**src/rtl/lts_pair_feeder.sv**
```systemverilog
// lts_pair_feeder: averages two LTS symbols into a per-bin channel estimate,
// then streams each data sample paired with its bin estimate to the divider.
//
// Ports:
//   clock, reset (sync, active-low), enable (freeze when 0)
//   lts_start             : restart training; coincident strobe is LTS1 bin 0
//   in_i, in_q, in_strobe : frequency-domain input samples
//   a_i, a_q              : registered data sample
//   b_i, b_q              : registered channel estimate for the same bin
//   out_bin, b_zero       : bin index, estimate == 0+0j
//   out_strobe            : one-cycle pulse per data sample
//   est_valid             : estimate complete (state DATA)
module lts_pair_feeder #(
    parameter  int DATA_WIDTH = 16,
    parameter  int FFT_SIZE   = 64,
    localparam int AW         = $clog2(FFT_SIZE)
) (
    input  logic                  clock,
    input  logic                  reset,
    input  logic                  enable,
    input  logic                  lts_start,
    input  logic [DATA_WIDTH-1:0] in_i,
    input  logic [DATA_WIDTH-1:0] in_q,
    input  logic                  in_strobe,
    output logic [DATA_WIDTH-1:0] a_i,
    output logic [DATA_WIDTH-1:0] a_q,
    output logic [DATA_WIDTH-1:0] b_i,
    output logic [DATA_WIDTH-1:0] b_q,
    output logic [AW-1:0]         out_bin,
    output logic                  b_zero,
    output logic                  out_strobe,
    output logic                  est_valid
);

    localparam int DW = DATA_WIDTH;

    typedef enum logic [1:0] {
        IDLE,
        LTS1,
        LTS2,
        DATA
    } state_t;

    state_t state_q, state_d;

    logic [AW-1:0]   idx_q, idx_d;
    logic            pend_q, pend_d;
    logic [AW-1:0]   pend_addr_q, pend_addr_d;
    logic [DW-1:0]   rd_re_q, rd_re_d;
    logic [DW-1:0]   rd_im_q, rd_im_d;
    logic [DW-1:0]   sav_re_q, sav_re_d;
    logic [DW-1:0]   sav_im_q, sav_im_d;
    logic [DW-1:0]   a_i_q, a_i_d;
    logic [DW-1:0]   a_q_q, a_q_d;
    logic [DW-1:0]   b_i_q, b_i_d;
    logic [DW-1:0]   b_q_q, b_q_d;
    logic [AW-1:0]   out_bin_q, out_bin_d;
    logic            b_zero_q, b_zero_d;
    logic            out_strobe_q, out_strobe_d;
    logic            est_valid_q, est_valid_d;

    logic [2*DW-1:0] mem [FFT_SIZE];
    logic [2*DW-1:0] mem_rd;
    logic            wr_en;
    logic [AW-1:0]   wr_addr;
    logic [2*DW-1:0] wr_data;

    logic [DW:0]     sum_re;
    logic [DW:0]     sum_im;
    logic            last_bin;

    // Sign-extended sum; bits [DW:1] are the floor-halved result.
    assign sum_re   = {rd_re_q[DW-1], rd_re_q} + {sav_re_q[DW-1], sav_re_q};
    assign sum_im   = {rd_im_q[DW-1], rd_im_q} + {sav_im_q[DW-1], sav_im_q};
    assign mem_rd   = mem[idx_q];
    assign last_bin = (idx_q == AW'(FFT_SIZE - 1));

    always_comb begin
        state_d      = state_q;
        idx_d        = idx_q;
        pend_d       = pend_q;
        pend_addr_d  = pend_addr_q;
        rd_re_d      = rd_re_q;
        rd_im_d      = rd_im_q;
        sav_re_d     = sav_re_q;
        sav_im_d     = sav_im_q;
        a_i_d        = a_i_q;
        a_q_d        = a_q_q;
        b_i_d        = b_i_q;
        b_q_d        = b_q_q;
        out_bin_d    = out_bin_q;
        b_zero_d     = b_zero_q;
        out_strobe_d = 1'b0;
        wr_en        = 1'b0;
        wr_addr      = idx_q;
        wr_data      = {in_i, in_q};

        if (enable) begin
            pend_d = 1'b0;
            // LTS2 write-back lands one cycle after its read; a restart
            // drops it since the new LTS1 overwrites memory anyway.
            if (pend_q && !lts_start) begin
                wr_en   = 1'b1;
                wr_addr = pend_addr_q;
                wr_data = {sum_re[DW:1], sum_im[DW:1]};
            end
            if (lts_start) begin
                state_d = LTS1;
                idx_d   = '0;
                if (in_strobe) begin
                    wr_en   = 1'b1;
                    wr_addr = '0;
                    wr_data = {in_i, in_q};
                    idx_d   = AW'(1);
                end
            end else if (in_strobe) begin
                unique case (state_q)
                    IDLE: ;
                    LTS1: begin
                        wr_en   = 1'b1;
                        wr_addr = idx_q;
                        wr_data = {in_i, in_q};
                        idx_d   = idx_q + AW'(1);
                        if (last_bin) state_d = LTS2;
                    end
                    LTS2: begin
                        rd_re_d     = mem_rd[2*DW-1:DW];
                        rd_im_d     = mem_rd[DW-1:0];
                        sav_re_d    = in_i;
                        sav_im_d    = in_q;
                        pend_d      = 1'b1;
                        pend_addr_d = idx_q;
                        idx_d       = idx_q + AW'(1);
                        if (last_bin) state_d = DATA;
                    end
                    DATA: begin
                        a_i_d        = in_i;
                        a_q_d        = in_q;
                        b_i_d        = mem_rd[2*DW-1:DW];
                        b_q_d        = mem_rd[DW-1:0];
                        b_zero_d     = (mem_rd == '0);
                        out_bin_d    = idx_q;
                        out_strobe_d = 1'b1;
                        idx_d        = idx_q + AW'(1);
                    end
                endcase
            end
        end

        est_valid_d = (state_d == DATA);
    end

    always_ff @(posedge clock) begin
        if (!reset) begin
            state_q      <= IDLE;
            idx_q        <= '0;
            pend_q       <= 1'b0;
            pend_addr_q  <= '0;
            rd_re_q      <= '0;
            rd_im_q      <= '0;
            sav_re_q     <= '0;
            sav_im_q     <= '0;
            a_i_q        <= '0;
            a_q_q        <= '0;
            b_i_q        <= '0;
            b_q_q        <= '0;
            out_bin_q    <= '0;
            b_zero_q     <= 1'b0;
            out_strobe_q <= 1'b0;
            est_valid_q  <= 1'b0;
        end else begin
            state_q      <= state_d;
            idx_q        <= idx_d;
            pend_q       <= pend_d;
            pend_addr_q  <= pend_addr_d;
            rd_re_q      <= rd_re_d;
            rd_im_q      <= rd_im_d;
            sav_re_q     <= sav_re_d;
            sav_im_q     <= sav_im_d;
            a_i_q        <= a_i_d;
            a_q_q        <= a_q_d;
            b_i_q        <= b_i_d;
            b_q_q        <= b_q_d;
            out_bin_q    <= out_bin_d;
            b_zero_q     <= b_zero_d;
            out_strobe_q <= out_strobe_d;
            est_valid_q  <= est_valid_d;
        end
    end

    always_ff @(posedge clock) begin
        if (reset && wr_en) begin
            mem[wr_addr] <= wr_data;
        end
    end

    assign a_i        = a_i_q;
    assign a_q        = a_q_q;
    assign b_i        = b_i_q;
    assign b_q        = b_q_q;
    assign out_bin    = out_bin_q;
    assign b_zero     = b_zero_q;
    assign out_strobe = out_strobe_q;
    assign est_valid  = est_valid_q;

endmodule
```
**config.mk**
```make
export PLATFORM = sky130hd
export DESIGN_NAME = lts_pair_feeder
export DESIGN_NICKNAME = d
export VERILOG_FILES = /design/src/rtl/lts_pair_feeder.sv
export SDC_FILE = /design/constraint.sdc
export NUM_CORES = 2
export LEC_CHECK = 0
export BUFFER_PORTS_ARGS = -buffer_cell sky130_fd_sc_hd__buf_2
export CAP_MARGIN = 20
export CORE_ASPECT_RATIO = 2
export CORE_MARGIN = 3
export CORE_UTILIZATION = 55
export CTS_BUF_LIST = sky130_fd_sc_hd__clkbuf_4 sky130_fd_sc_hd__clkbuf_8
export CTS_CLUSTER_SIZE = 8
export DETAILED_ROUTE_END_ITERATION = 12
export MAX_ROUTING_LAYER = met4
export PLACE_DENSITY = 0.71
export SLEW_MARGIN = 25
export SYNTH_ARGS = -nofsm -noshare
export SYNTH_HDL_FRONTEND = slang
export SYNTH_SLANG_ARGS = --single-unit
```
**constraint.sdc**
```tcl
create_clock -name clock -period 16.5 [get_ports clock]
set_input_delay 4.125 -clock clock [delete_from_list [all_inputs] [get_ports clock]]
set_output_delay 4.125 -clock clock [all_outputs]
set_load 0.01 [all_outputs]
```
==> results list <==
- The run finished with clean final reports.
- In this run the tightest slew margin relative to its limit is 0.211.
- By count the netlist is led by 2048 x sky130_fd_sc_hd__edfxtp_1, 492 x sky130_fd_sc_hd__mux4_2, 315 x sky130_fd_sc_hd__nand2_1.
- The floorplan step defined a die boundary enclosing 0.160 sq mm.
- The first global-routing pass estimated 337000 um of wire.
- Initial core utilization: 0.555
- ANT nets after route: 0
- From synthesis to final layout, the design area changed by 11.4%.
* Post-CTS setup buffer count: 0
- Yosys top cell area share: 0.723
* Aggregate routed wire length: 238000 um
- Cell types with the largest area share after synthesis: sky130_fd_sc_hd__edfxtp_1 72%, sky130_fd_sc_hd__mux4_2 13%, sky130_fd_sc_hd__dfxtp_1 3.7%, sky130_fd_sc_hd__nand2_1 1.4%, sky130_fd_sc_hd__a21oi_1 1.0%
* Clock tree from TritonCTS: done
- In this run the tool buffered the top-level ports with 109 buffer cells.
* Count of nets after finishing: 4787
* Layout Skew: 0.0440 ns
- Of the synthesized area, sequential elements account for 0.760.
- After synthesis the cells add up to 0.0851 sq mm.
- Startpoint of the worst setup timing path: lts_start
- Total placed instance area: 0.0896 sq mm
- Of the total power, the clock network draws 0.372.
- The congestion estimate from routability-driven global placement came to 0.975.
- Areal power density over the cells: 110 mW/mm^2
- Measured along the x axis, the die boundary spans 284 um.
* Sink count of the clock tree: 2206
- Yosys synthesis warning count: 0
* Num CTS Buffers: 321
* Yosys cell types: 68
* Clock network latency to the later pin of the worst-skew pair: 0.93 ns
* Via count: 45500
* Arrival time reported for the critical path endpoint: 7.29 ns
* Clock-pin transition on the worst setup and hold timing paths: 0.06 ns
- In the post-route analysis, the smallest setup slack over all paths is 9.78 ns.
- For this run, design rule violations remaining after detail routing come to 0.
- Among all cell types in the netlist, the one instantiated most often is sky130_fd_sc_hd__edfxtp_1.
- Row generation in the floorplan step produced 203 rows.
- Synthesis handed over a netlist of 4359 instances.
- Area of the core: 0.153 sq mm
- The clock tree synthesis step divided the H-tree into 5 levels.
- Int Pwr: 8.23 mW
- Syn nets: 4433
- Clock tree synthesis selected as its root buffer the cell sky130_fd_sc_hd__clkbuf_8.
- Reported net switching power: 2.20 mW
- After routing the design area is 0.0948 sq mm.
* Ys async rst share: 0
* Post-layout util: 0.618
- Area share of fa/ha/maj cells after synthesis: 0.00562
- Number of gates resized after cts: 0
- Of all nets on the critical path, the largest fanout is 17.
- Of the total synthesized cell area, the portion taken by AND, OR, NAND and NOR gates is 0.0356.
- The fraction of the mapped netlist area in compound gates came to 0.0448.
* Most common flop cell mapped by yosys: sky130_fd_sc_hd__edfxtp_1
* Unrepaired setup endpoints after global routing: no
- Counting tap cells, the placed design contains a total of 6438 instances.
- At the pin with the least slew margin, the transition time is 1.18 ns.
- Before CTS, the worst setup slack after placement is 9.03 ns.
- The startpoint identified for the worst hold timing path is a_q[14].
- Total routing resource utilization after global routing: 0.309
* Final hold violations: 0
- Tightest Hold Check Type: reg2reg
- Number of DRC markers in iteration 0: 4953
* Switching share of power: 0.211
- The share of total power dissipated in combinational logic is 0.039.
- Fin cells: 6861
- Yosys mapped a number of flops with a built-in enable equal to 2048.
* Via-per-instance ratio: 6.64
* Pin count of the biggest net entering global routing: 87
- Worst setup path class: in2reg
- Reported max-cap violation count: 0
* Number of buffers inserted by hold repair at cts: 0
- P_leak: 29.2 nW
* Critical path endpoint category: flop
- The number of global-route vias before repair is 46400.
* Length of the first detailed-routing pass in iterations: 7
- Shortest clock period the worst path allows after layout: 6.72 ns
- Half-perimeter wire length after placement: 151000 um
- Of the post-synthesis cell area, the part taken by muxes is 0.137.
* Fmax achieved: 149 MHz
* Initial antenna violation count: 9
- 110 I/O pins were placed.
- Summed over all failing endpoints, the final setup total negative slack is 0 ns.
* Post-synthesis share of cell area spent on xor and xnor gates: 0.00299
- CP Data Required Time: 17.07 ns
- In the final layout, the share of cells above drive strength 1 is 0.275.
- Synthesis-stage register bit count: 2206
- Die outline height: 562 um
- In this run the deepest clock path goes through 4 buffers.
- IR analysis of the VDD net gives a maximum drop of 0.0606 mV.
- For this run the aggregate overflow at the end of global routing stands at 0.
- Setup-violating endpoint count in the final report: 0
* Number of pins with negative max-slew slack in the final report: 0
- By area, the combinational part of the netlist is dominated by multiplexers.
- The share of total power dissipated in sequential elements is 0.589.
- STA classifies the critical path startpoint as an input pin.
- Top cell type by total area after synthesis: sky130_fd_sc_hd__edfxtp_1
* Wire length per cell after detailed routing: 34.6 um
* Avg Synthesized Cell Area: 19.5 sq um
- Final Cycle Share: 0.407
==> state kept, by name, summed over array words and instances, names as in the netlist, 16 cells and up, named ones only <==
register	cells
b_q	16
b_i	16
sav_im_q	16
sav_re_q	16
mem	2048
a_i	16
rd_im_q	16
rd_re_q	16
a_q	16
==> final cells by class <==
type	instances	area, sq um
repair buffers	275	2130
well taps	2050	2560
multi-input cells	1892	20200
clock inverters	16	123
diodes	5	12.5
fillers	10500	58600
clock buffers	400	5070
flip-flops and latches	2206	64700
inverters	17	66.3
==> cell families (layout without fill, tap and decap cells) <==
group | Yosys count | after routing
AOI/OAI and AO/OA | 577 | 577
xor gates and xnor gates | 29 | 29
adders and majority gates | 37 | 37
buffers and inverters | 261 | 708
DFF | 2206 | 2206
muxes | 552 | 552
other | 0 | 5
and+or+nand+nor | 697 | 697
==> power groups by stage <==
stage / clock network [mW] / logic [mW] / registers, mW
floorplan: 0 / 0.241 / 6.27
global placement: 0 / 0.402 / 6.26
detailed placement: 0 / 0.410 / 6.26
CTS: 3.93 / 0.410 / 6.14
global route: 4.16 / 0.428 / 6.14
finish: 3.87 / 0.409 / 6.14
==> per-stage QoR <==
step | total power [mW] | hold slack, ns
2_1_floorplan | 6.51 | 0.437
3_3_place_gp | 6.66 | 0.439
3_5_place_dp | 6.67 | 0.444
4_1_cts | 10.5 | 0.451
5_1_grt | 10.7 | 0.472
6_report | 10.4 | 0.449
==> per-layer routing <==
layer	GRT usage	routed length, um	vias to the layer above	share of wire
met1	0.336	73500	23600	0.31
li1	-	-	18500	-
met3	0.0577	21200	738	0.089
met4	0.208	19600	0	0.083
met5	-	0	-	0
met2	0.519	123000	2711	0.52
==> worst paths after layout <==
| check | slack [ns] | end | cells after the start |
|---|---|---|---|
| setup / recovery | 9.78 | mem[33][19] | 7 |
| hold / removal | 0.45 | a_q[14] | 2 |
| setup reg to reg | 10.64 | b_zero | 11 |
| hold reg to reg | 0.45 | a_q[14] | 2 |
==> worst max-delay path, stage by stage <==
cell and delay [ns]:
sky130_fd_sc_hd__buf_2 0.16, sky130_fd_sc_hd__nand2_1 0.42, sky130_fd_sc_hd__nand2_1 0.15, sky130_fd_sc_hd__o21ai_0 0.58, sky130_fd_sc_hd__nand2_1 0.63, sky130_fd_sc_hd__nor2_4 0.74
sky130_fd_sc_hd__buf_4 0.45
==> cell usage in the layout (no fill, tap or decap), types with 7 or more instances in the layout <==
cell type / count
sky130_fd_sc_hd__a211oi_1: 51
sky130_fd_sc_hd__a21oi_1: 171
sky130_fd_sc_hd__a221oi_1: 26
sky130_fd_sc_hd__a22o_1: 29
sky130_fd_sc_hd__a22oi_1: 90
sky130_fd_sc_hd__a31oi_1: 9
sky130_fd_sc_hd__buf_12: 11
sky130_fd_sc_hd__buf_16: 9
sky130_fd_sc_hd__buf_2: 109
sky130_fd_sc_hd__buf_4: 143
sky130_fd_sc_hd__clkbuf_4: 70
sky130_fd_sc_hd__clkbuf_8: 330
sky130_fd_sc_hd__dfxtp_1: 152
sky130_fd_sc_hd__edfxtp_1: 2048
sky130_fd_sc_hd__ha_1: 35
sky130_fd_sc_hd__inv_1: 16
sky130_fd_sc_hd__mux2_2: 11
sky130_fd_sc_hd__mux2i_1: 47
sky130_fd_sc_hd__mux4_2: 492
sky130_fd_sc_hd__nand2_1: 309
sky130_fd_sc_hd__nand2b_1: 18
sky130_fd_sc_hd__nand3_1: 49
sky130_fd_sc_hd__nand4_1: 12
sky130_fd_sc_hd__nor2_1: 119
sky130_fd_sc_hd__nor2_4: 65
sky130_fd_sc_hd__nor2b_1: 23
sky130_fd_sc_hd__nor3_1: 40
sky130_fd_sc_hd__o2111ai_1: 7
sky130_fd_sc_hd__o21ai_0: 24
sky130_fd_sc_hd__o21ai_4: 27
sky130_fd_sc_hd__o21bai_1: 8
sky130_fd_sc_hd__o221ai_1: 10
sky130_fd_sc_hd__o22ai_1: 63
sky130_fd_sc_hd__o31ai_1: 8
sky130_fd_sc_hd__xnor2_1: 14
sky130_fd_sc_hd__xor2_1: 15
(Power assumes the default switching activity.)
